===== config.mk =====
export PLATFORM = sky130hd
export DESIGN_NAME = muldiv_sequencer
export DESIGN_NICKNAME = d
export VERILOG_FILES = /design/src/rtl/muldiv_pkg.sv /design/src/rtl/muldiv_step.sv /design/src/rtl/muldiv_sequencer.sv
export SDC_FILE = /design/constraint.sdc
export NUM_CORES = 1
export LEC_CHECK = 0
export BUFFER_PORTS_ARGS = -buffer_cell sky130_fd_sc_hd__buf_2
export CAP_MARGIN = 20
export CORE_ASPECT_RATIO = 0.9
export CORE_UTILIZATION = 25
export CTS_CLUSTER_DIAMETER = 200
export CTS_CLUSTER_SIZE = 10
export DETAILED_ROUTE_END_ITERATION = 6
export PLACE_DENSITY = 0.4
export SLEW_MARGIN = 20
export SYNTH_ARGS = -nofsm -noshare
export SYNTH_HDL_FRONTEND = slang
export SYNTH_SLANG_ARGS = --single-unit

===== constraint.sdc =====
create_clock -name clk -period 18.3 [get_ports clk]
set_input_delay 2.745 -clock clk [delete_from_list [all_inputs] [get_ports clk]]
set_output_delay 2.745 -clock clk [all_outputs]
set_load 0.02 [all_outputs]

===== src/rtl/muldiv_pkg.sv =====
// Shared types and constants for the iterative RV32M multiply/divide unit.
package muldiv_pkg;

    localparam logic [6:0] M_FUNCT7  = 7'b0000001;
    localparam logic [6:0] OPCODE_OP = 7'b0110011;

    typedef enum logic [2:0] {
        OP_MUL    = 3'b000,
        OP_MULH   = 3'b001,
        OP_MULHSU = 3'b010,
        OP_MULHU  = 3'b011,
        OP_DIV    = 3'b100,
        OP_DIVU   = 3'b101,
        OP_REM    = 3'b110,
        OP_REMU   = 3'b111
    } muldiv_op_e;

    typedef enum logic [1:0] {
        IDLE = 2'd0,
        MUL  = 2'd1,
        DIV  = 2'd2,
        DONE = 2'd3
    } muldiv_state_e;

    typedef enum logic {
        STEP_MUL = 1'b0,
        STEP_DIV = 1'b1
    } step_mode_e;

    // Decode helper for the issue logic that steers instructions to this unit.
    function automatic logic is_m_ext(input logic [6:0] opcode, input logic [6:0] funct7);
        return (opcode == OPCODE_OP) && (funct7 == M_FUNCT7);
    endfunction

endpackage


===== src/rtl/muldiv_step.sv =====
// One iteration of the sequencer: shift-add multiply or restoring-divide trial subtract.
module muldiv_step
    import muldiv_pkg::*;
#(
    parameter int WIDTH = 32
) (
    input  step_mode_e         mode,
    input  logic [2*WIDTH-1:0] acc,
    input  logic [WIDTH-1:0]   operand,
    output logic [2*WIDTH-1:0] acc_next
);

    logic [WIDTH:0]   add_sum;
    logic [WIDTH:0]   rem_shift;
    logic [WIDTH-1:0] rem_diff;
    logic             fits;

    // Multiply: acc = {partial_hi, multiplier_remaining}. Divide: acc = {remainder, dividend/quotient}.
    always_comb begin
        add_sum   = {1'b0, acc[2*WIDTH-1:WIDTH]} + (acc[0] ? {1'b0, operand} : '0);
        rem_shift = acc[2*WIDTH-1:WIDTH-1];
        fits      = rem_shift >= {1'b0, operand};
        rem_diff  = WIDTH'(rem_shift - {1'b0, operand});
        if (mode == STEP_DIV) begin
            if (fits) acc_next = {rem_diff, acc[WIDTH-2:0], 1'b1};
            else      acc_next = {rem_shift[WIDTH-1:0], acc[WIDTH-2:0], 1'b0};
        end else begin
            acc_next = {add_sum, acc[WIDTH-1:1]};
        end
    end

endmodule


===== src/rtl/muldiv_sequencer.sv =====
// Iterative RV32M multiply/divide: operand magnitudes in, WIDTH steps, sign fix-up on the way out.
// state | meaning
// IDLE  | ready for a request        MUL | shift-add multiply steps
// DIV   | restoring divide steps     DONE | one-cycle result pulse
module muldiv_sequencer
    import muldiv_pkg::*;
#(
    parameter int WIDTH = 32
) (
    input  logic             clk,
    input  logic             rst,
    input  logic             flush,
    input  logic             req_valid,
    output logic             req_ready,
    input  logic [2:0]       funct3,
    input  logic [WIDTH-1:0] rs1_v,
    input  logic [WIDTH-1:0] rs2_v,
    output logic             resp_valid,
    output logic [WIDTH-1:0] resp_data,
    output logic             busy
);

    localparam int CNT_W = $clog2(WIDTH + 1);
    localparam logic [WIDTH-1:0] MIN_INT = {1'b1, {(WIDTH-1){1'b0}}};

    muldiv_state_e      state_q, state_d;
    logic [CNT_W-1:0]   count_q;
    logic [2*WIDTH-1:0] acc_q, step_next;
    logic [WIDTH-1:0]   operand_q;
    muldiv_op_e         op_q;
    logic               neg_q;

    logic               accept, is_div, a_signed, b_signed, a_neg, b_neg, neg_d;
    logic               div_zero, div_ovf, fast_path;
    logic [WIDTH-1:0]   a_mag, b_mag, fast_data;
    step_mode_e         step_mode;

    function automatic logic [WIDTH-1:0] finalize(input muldiv_op_e op, input logic neg,
                                                  input logic [2*WIDTH-1:0] acc);
        logic [2*WIDTH-1:0] prod;
        logic [WIDTH-1:0]   quo, rem;
        prod = neg ? -acc : acc;
        quo  = neg ? -acc[WIDTH-1:0] : acc[WIDTH-1:0];
        rem  = neg ? -acc[2*WIDTH-1:WIDTH] : acc[2*WIDTH-1:WIDTH];
        case (op)
            OP_MUL:                      return prod[WIDTH-1:0];
            OP_MULH, OP_MULHSU, OP_MULHU: return prod[2*WIDTH-1:WIDTH];
            OP_DIV, OP_DIVU:             return quo;
            default:                     return rem;
        endcase
    endfunction

    assign req_ready  = (state_q == IDLE);
    assign busy       = (state_q != IDLE);
    assign resp_valid = (state_q == DONE);
    assign accept     = req_valid & req_ready & ~flush;

    // Signedness: multiplies key off funct3[1:0], divides off funct3[0].
    always_comb begin
        is_div    = funct3[2];
        a_signed  = is_div ? ~funct3[0] : (funct3[1:0] != 2'b11);
        b_signed  = is_div ? ~funct3[0] : ~funct3[1];
        a_neg     = a_signed & rs1_v[WIDTH-1];
        b_neg     = b_signed & rs2_v[WIDTH-1];
        a_mag     = a_neg ? -rs1_v : rs1_v;
        b_mag     = b_neg ? -rs2_v : rs2_v;
        neg_d     = (is_div && funct3[1]) ? a_neg : (a_neg ^ b_neg);
        div_zero  = is_div && (rs2_v == '0);
        div_ovf   = is_div && !funct3[0] && (rs1_v == MIN_INT) && (rs2_v == '1);
        fast_path = div_zero | div_ovf;
        if (div_zero) fast_data = funct3[1] ? rs1_v : '1;
        else          fast_data = funct3[1] ? '0 : MIN_INT;
    end

    assign step_mode = (state_q == DIV) ? STEP_DIV : STEP_MUL;

    muldiv_step #(.WIDTH(WIDTH)) u_step (
        .mode     (step_mode),
        .acc      (acc_q),
        .operand  (operand_q),
        .acc_next (step_next)
    );

    always_ff @(posedge clk) begin
        if (rst) state_q <= IDLE;
        else     state_q <= state_d;
    end

    always_comb begin
        state_d = state_q;
        case (state_q)
            IDLE: begin
                if (accept) begin
                    if (!is_div)        state_d = MUL;
                    else if (fast_path) state_d = DONE;
                    else                state_d = DIV;
                end
            end
            MUL, DIV: if (count_q == CNT_W'(1)) state_d = DONE;
            DONE:     state_d = IDLE;
            default:  state_d = IDLE;
        endcase
        if (flush) state_d = IDLE;
    end

    always_ff @(posedge clk) begin
        if (rst) begin
            count_q   <= '0;
            acc_q     <= '0;
            operand_q <= '0;
            op_q      <= OP_MUL;
            neg_q     <= 1'b0;
            resp_data <= '0;
        end else if (flush) begin
            count_q <= '0;
        end else begin
            case (state_q)
                IDLE: begin
                    if (accept) begin
                        op_q      <= muldiv_op_e'(funct3);
                        neg_q     <= neg_d;
                        count_q   <= CNT_W'(WIDTH);
                        acc_q     <= {{WIDTH{1'b0}}, is_div ? a_mag : b_mag};
                        operand_q <= is_div ? b_mag : a_mag;
                        if (fast_path) resp_data <= fast_data;
                    end
                end
                MUL, DIV: begin
                    acc_q   <= step_next;
                    count_q <= count_q - CNT_W'(1);
                    if (count_q == CNT_W'(1)) resp_data <= finalize(op_q, neg_q, step_next);
                end
                default: ;
            endcase
        end
    end

endmodule


==> key figures, run 1 <==
Min path
  – Worst hold path startpoint: resp_data[5]
  – Hold crit path type: register to register
  – Hold Path Cell Cnt: 2
  – Hold Path Sink: resp_data[5]

Placement
  – # port buffers: 105
  – Gpl congestion: 0.9722
  – Post-DP HPWL: 60,080 µm

Synthesis
  – Most frequent cell after synthesis: nand2_1
  – Commonest cells post-synth: nand2_1, nor2_1, o21ai_0
  – Ys flop type: dfxtp_1
  – Post-Syn Nets: 2,314
  – EDFF count, synth: 0
  – Dominant cells by area after synthesis: dfxtp_1, nand2_1, ha_1
  – Avg Inst Size Synth: 7.002 µm²
  – Fraction of registers with async set/reset: 0%
  – Sequential area share after synthesis: 18.47%
  – Share of the synthesized area in the top cell type: 18.47%
  – Synthesized instance count: 2,167
  – Seq cells post-synth: 140
  – Distinct cells, synth: 93
  – Cell Area, Synth: 15,170 µm²
  – Ys Warns: 0
  – Dominant cell type by area after synthesis: dfxtp_1

Timing
  – Setup tns final: 0 ns
  – Clk_skew: 0.01727 ns
  – Final hold vios: 0
  – Period minus WS final: 6.756 ns
  – Worst rel slew slack: 14.95%
  – RSZ-0062 raised after global routing: false
  – Slew Viols, Final: 0
  – Fin crit share: 36.92%
  – Setup violations, final: 0
  – Slew @ Worst Pin: 1.268 ns
  – FMAX: 148.0 MHz

Setup path
  – Crit-path leading delay family: simple AND/OR/NAND/NOR gates
  – Crit path buffers/inverters: 3
  – Crit path DAT: 7.16 ns
  – Crit Path Class: primary input to register
  – Crit path max fanout: 19
  – Crit path max-delay cell type: or4_1
  – Req. time, crit path: 18.70 ns
  – CP max stage delay: 0.59 ns
  – RR Endpoint: resp_data[6]
  – Crit path launch type: primary input
  – Cells along the critical path: buf_2 > or4_1 > nor4_1 > nand4_1 > or2_2 > nor4b_1 > a2bb2o_1 > o21ai_1 > buf_4 > nor3_2 > buf_4 > o21ai_0 > o21ai_0 > a41oi_1 > a211o_1 > nand2_1
  – FF-to-FF Start: operand_q[30]
  – Reg2Reg Setup Slack: 11.74 ns
  – CP endpoint kind: register
  – Cells on worst reg2reg path: 22

Clock tree
  – # clock sinks: 140
  – Max Root-Sink Buffers: 2
  – # H-tree levels: 4
  – Cell chosen for the clock root: clkbuf_16
  – CTS tree: built
  – CTS clk-pin slew, worst paths: 0.07 ns
  – Worst-Skew Late Latency: 0.46 ns
  – CTS buffer count: 17
  – Post-CTS Setup Inserts: 0
  – Cts-stage hold buffer count: 0
  – CTS resizes: 0

Status
  – Status: complete, but fails checks
  – Violated checks: DRC

Layout
  – Share of layout cells above drive strength 1: 11.91%
  – Area Overhead vs Synth: 12.01%
  – Final #Nets: 2,336

Routing
  – Drt initial violations: 1,995
  – Routed WL per cell: 25.67 µm
  – Routed Wire Length: 76,590 µm
  – DR vias: 17,250
  – Drt drc: 20
  – First-pass iteration count of the detailed router: 7
  – Routed Antenna Nets: 0
  – Via density per instance: 5.779

GRT
  – Total GRT Usage: 24.35%
  – Routing usage on met2: 36.41%
  – Antenna violations before repair: 4
  – Largest net degree at the start of global routing: 104
  – GR met3 Demand/Resource: 4.770%
  – Vias in the first global route: 15,880
  – Met1 Use GR: 35.58%
  – Grt ovf: 0
  – Most Crowded Layer GR: met2
  – Global-route wire length before repair: 110,600 µm

Die
  – Die Wd: 261.7 µm
  – Core area: 59,880 µm²
  – Die H: 235.7 µm
  – Initial Util: 25.34%
  – Row count: 85
  – Number of I/O pins: 106
  – Die area: 61,680 µm²

Power and ir drop
  – Total Power: 0.001206 W
  – Worst IR Drop VDD: 0.05301 mV
  – Power Density: 70.98 nW/µm²
  – Leakage power: 6.691 nW

Flow run
  – Max-cap violations: 0
[layout make-up]
cell class / instances / area [µm²]
multi-input combinational: 1812 / 11550
clock inverter: 13 / 146.4
timing repair buffer: 140 / 790.8
inverter: 78 / 292.8
fill: 6687 / 42880
sequential: 140 / 2804
clock buffer: 17 / 425.4
tap: 783 / 979.7
antenna: 1 / 2.502
[how the worst max path moves through the flow]
stage	start	to	slack, ns	cells past startpoint
4_1_cts	rs1_v[11]	resp_data[22]	11.58	16
2_1_floorplan	rs1_v[11]	resp_data[22]	12.41	13
5_1_grt	rs1_v[11]	resp_data[22]	11.31	16
3_3_place_gp	rs1_v[11]	resp_data[22]	11.22	16
3_5_place_dp	rs1_v[11]	resp_data[22]	11.07	16
6_report	rs1_v[11]	resp_data[22]	11.54	16
[flip-flops by register name, indices dropped and copies added, names as in the netlist]
register and cells:
resp_data 32, count_q 6, state_q 2, neg_q 1, acc_q 64, operand_q 32, op_q 3
[metal layers]
metal  vias to the layer above  wire length, µm
li1                       8058                -
met1                      8423            36510
met2                       683            33080
met3                        77             5600
met4                         4             1396
met5                         -               14
[logic make-up (layout without fill, tap and decap cells)]
family | after synthesis | after routing | share of synthesized area [%]
AOI/OAI and AO/OA | 737 | 737 | 32.46
other | 0 | 1 | 0
adders and majority gates | 76 | 76 | 6.366
DFF | 140 | 140 | 18.47
and+or+nand+nor | 802 | 802 | 24.93
muxes | 59 | 59 | 4.189
xor gates and xnor gates | 138 | 138 | 7.966
buffers and inverters | 215 | 248 | 5.624
[layout by cell type (no fill, tap or decap), types with 28 or more instances in the layout]
cell / count
and2_1: 46
buf_2: 104
mux2_2: 36
ha_1: 73
nor3_1: 58
nand3_1: 30
a21oi_1: 181
dfxtp_1: 139
o21ai_0: 183
nand2_1: 254
buf_4: 36
o211ai_1: 30
nor2_1: 235
a222oi_1: 31
nand4_1: 31
a31oi_1: 28
xor2_1: 74
a211oi_1: 32
xnor2_1: 64
inv_1: 77
a22oi_1: 30
[metrics by stage]
step / util (%) / setup WS, ns / hold slack [ns] / cells / area, µm²
2_1_floorplan: - / 12.41 / 0.4367 / 2167 / 15170
3_3_place_gp: 27.42 / 11.22 / 0.4355 / 2953 / 16420
3_5_place_dp: 27.43 / 11.07 / 0.4443 / 2953 / 16420
4_1_cts: 28.38 / 11.58 / 0.4533 / 2983 / 16990
5_1_grt: 28.38 / 11.31 / 0.4621 / 2983 / 16990
6_report: 28.39 / 11.54 / 0.4529 / 2984 / 17000
[report_power, final]
| group | leakage (nW) | total (W) | internal (W) | switching (W) |
|---|---|---|---|---|
| Combinational | 5.28 | 0.000508 | 0.000155 | 0.000353 |
| Sequential | 1.14 | 0.000335 | 0.000318 | 0.0000175 |
| Clock | 0.276 | 0.000363 | 0.000200 | 0.000162 |
| Total | 6.69 | 0.00121 | 0.000673 | 0.000533 |
[tightest hold or removal path, stage by stage, from the launching register on]
cell and delay [ns]:
dfxtp_1 0.31, nand2_1 0.06, nand2_1 0.04
Power figures use the tool's default switching activity.
==> inputs of run 2 (changes only) <==
--- a/config.mk
+++ b/config.mk
@@ -12,7 +12,7 @@
 export CTS_CLUSTER_DIAMETER = 200
 export CTS_CLUSTER_SIZE = 10
 export DETAILED_ROUTE_END_ITERATION = 6
-export PLACE_DENSITY = 0.4
+export PLACE_DENSITY = 0.41
 export SLEW_MARGIN = 20
 export SYNTH_ARGS = -nofsm -noshare
 export SYNTH_HDL_FRONTEND = slang
==> constraint.sdc (replaced) <==
create_clock -name clk -period 6.2 [get_ports clk]
set_input_delay 0.93 -clock clk [delete_from_list [all_inputs] [get_ports clk]]
set_output_delay 0.93 -clock clk [all_outputs]
set_load 0.02 [all_outputs]
==> run 2 against run 1 <==
  * The run now ends clean
  * Global-route usage is 1.1 points higher
  * Power grew to 3.0 times the previous value
  * Critical path depth is 5 higher
  * Core utilization is 0.48 points higher
  * Via count is 1.3% higher
  * Die area stayed put
  * Critical endpoint is now resp_data[4]
  * Largest power group unchanged
  * Highest routed layer unchanged
==> key figures, run 2 (synthesis results as in run 1) <==
Routing
  – Via density per instance: 5.781
  – Routed Antenna Nets: 0
  – First-pass iteration count of the detailed router: 6
  – DR vias: 17,460
  – Drt drc: 0
  – Routed WL per cell: 26.25 µm
  – Routed Wire Length: 79,310 µm
  – Drt initial violations: 1,932

Clock tree
  – CTS tree: built
  – # H-tree levels: 4
  – Cts-stage hold buffer count: 0
  – Worst-Skew Late Latency: 0.51 ns
  – Post-CTS Setup Inserts: 0
  – CTS buffer count: 17
  – Cell chosen for the clock root: clkbuf_16
  – # clock sinks: 140
  – Max Root-Sink Buffers: 2
  – CTS resizes: 0
  – CTS clk-pin slew, worst paths: 0.07 ns

Die
  – Initial Util: 25.34%
  – Die Wd: 261.7 µm
  – Die H: 235.7 µm
  – Number of I/O pins: 106
  – Core area: 59,880 µm²
  – Die area: 61,680 µm²
  – Row count: 85

Setup path
  – Crit Path Class: register to register
  – Crit path launch type: register
  – Crit path top cell by count: a21oi_1
  – Req. time, crit path: 6.54 ns
  – Cells along the critical path: inv_1 > ha_1 > a21oi_1 > o21ai_1 > a22oi_1 > nand3_1 > nor3_4 > a21oi_1 > inv_1 > ha_1 > o21ai_0 > or4_1 > or3b_2 > nand2b_1 > nor2_1 > buf_4 > nor2_1 > a31oi_1 > a21oi_1 > o221ai_1 > a21oi_1
  – Crit path buffers/inverters: 3
  – CP max stage delay: 0.66 ns
  – Crit path max fanout: 7
  – Crit path max-delay cell type: or4_1
  – CP endpoint kind: register
  – Crit path DAT: 6.14 ns
  – Crit-path leading delay family: simple AND/OR/NAND/NOR gates

GRT
  – Grt ovf: 0
  – Total GRT Usage: 25.48%
  – Antenna violations before repair: 3
  – Vias in the first global route: 16,070
  – Global-route wire length before repair: 114,400 µm
  – Largest net degree at the start of global routing: 74

Status
  – Status: complete, no violations

Placement
  – Post-DP HPWL: 63,050 µm
  – # port buffers: 105
  – Gpl congestion: 0.9813

Timing
  – Setup tns final: 0 ns
  – Slew Viols, Final: 0
  – RSZ-0062 raised after global routing: false
  – Worst rel slew slack: 23.57%
  – Period minus WS final: 5.803 ns
  – Setup violations, final: 0
  – FMAX: 172.3 MHz
  – Clk_skew: 0.01565 ns
  – Fin crit share: 93.59%
  – Slew @ Worst Pin: 1.141 ns
  – Final hold vios: 0

Power and ir drop
  – Total Power: 0.003644 W
  – Worst IR Drop VDD: 0.1300 mV
  – Leakage power: 6.869 nW
  – Power Density: 210.9 nW/µm²

Layout
  – Commonest non-fill, non-tap cells in the layout: nand2_1, nor2_1, a21oi_1, o21ai_0, dfxtp_1
  – Share of layout cells above drive strength 1: 13.29%
  – Top Registers: acc_q: 64 flops, operand_q: 32 flops, resp_data: 32 flops
  – Leading cell type in the layout, fill and taps excluded: nand2_1
  – Final #Nets: 2,369
  – Biggest register: acc_q
  – Area Overhead vs Synth: 13.90%
  – Max reg flops: 64

Min path
  – Hold crit path type: register to register

Flow run
  – Max-cap violations: 0
-- run 2: changes by cell type in the layout (fill, tap and decap cells not counted), sizes merged --
cell / change
clkinv: -2
inv: -2
clkinvlp: +1
clkbuf: +5
buf: +33
diode: +2
-- run 2: path summary, 6_finish.rpt --
path | endpoint | slack [ns] | depth (start not counted) | startpoint
max | resp_data[4] | 0.40 | 21 | operand_q[24]
min | resp_data[5] | 0.44 | 2 | resp_data[5]
max reg2reg | resp_data[4] | 0.40 | 21 | operand_q[24]
min reg2reg | resp_data[5] | 0.44 | 2 | resp_data[5]
-- run 2: layout make-up --
cell class / count / area, µm²
well taps: 783 / 979.7
clock inverters: 10 / 115.1
repair buffers: 173 / 1039
multi-input cells: 1812 / 11570
inverters: 78 / 292.8
diodes: 3 / 7.507
flip-flops and latches: 140 / 2804
clock buffers: 22 / 474.2
fillers: 6641 / 42590
-- run 2: power breakdown --
group | internal, W | total, W | switching, W
registers | 0.000938 | 0.000982 | 0.0000435
logic | 0.000484 | 0.00155 | 0.00107
clock network | 0.000621 | 0.00111 | 0.000489
total | 0.00204 | 0.00364 | 0.00160
-- run 2: stage by stage --
step                      setup WS (ns)  area (µm²)  util, %  hold slack [ns]  cells
after floorplan                  0.4027       15170        -           0.4367   2167
after global routing            0.07147       17280    28.85           0.4753   3018
after detailed placement         0.4655       16690    27.87           0.4377   2986
final                            0.3974       17280    28.86           0.4393   3021
after global placement           0.5391       16680    27.85           0.4291   2986
after CTS                        0.4096       17280    28.85           0.4469   3018
-- run 2: routing by layer --
layer	part of all wire, %	vias up	GRT usage, %	wire [µm]
met1	48	8594	37.36	37970
met4	1.6	2	5.796	1260
met5	0.016	-	0	13
met3	7.8	68	5.512	6200
li1	-	8116	-	-
met2	43	684	37.35	33860
-- run 2: worst min-delay path, delay by kind of cell, from the launching register on --
family / cells / cell delay (ns)
flip-flops: 1 / 0.31
AND/OR/NAND/NOR: 2 / 0.09
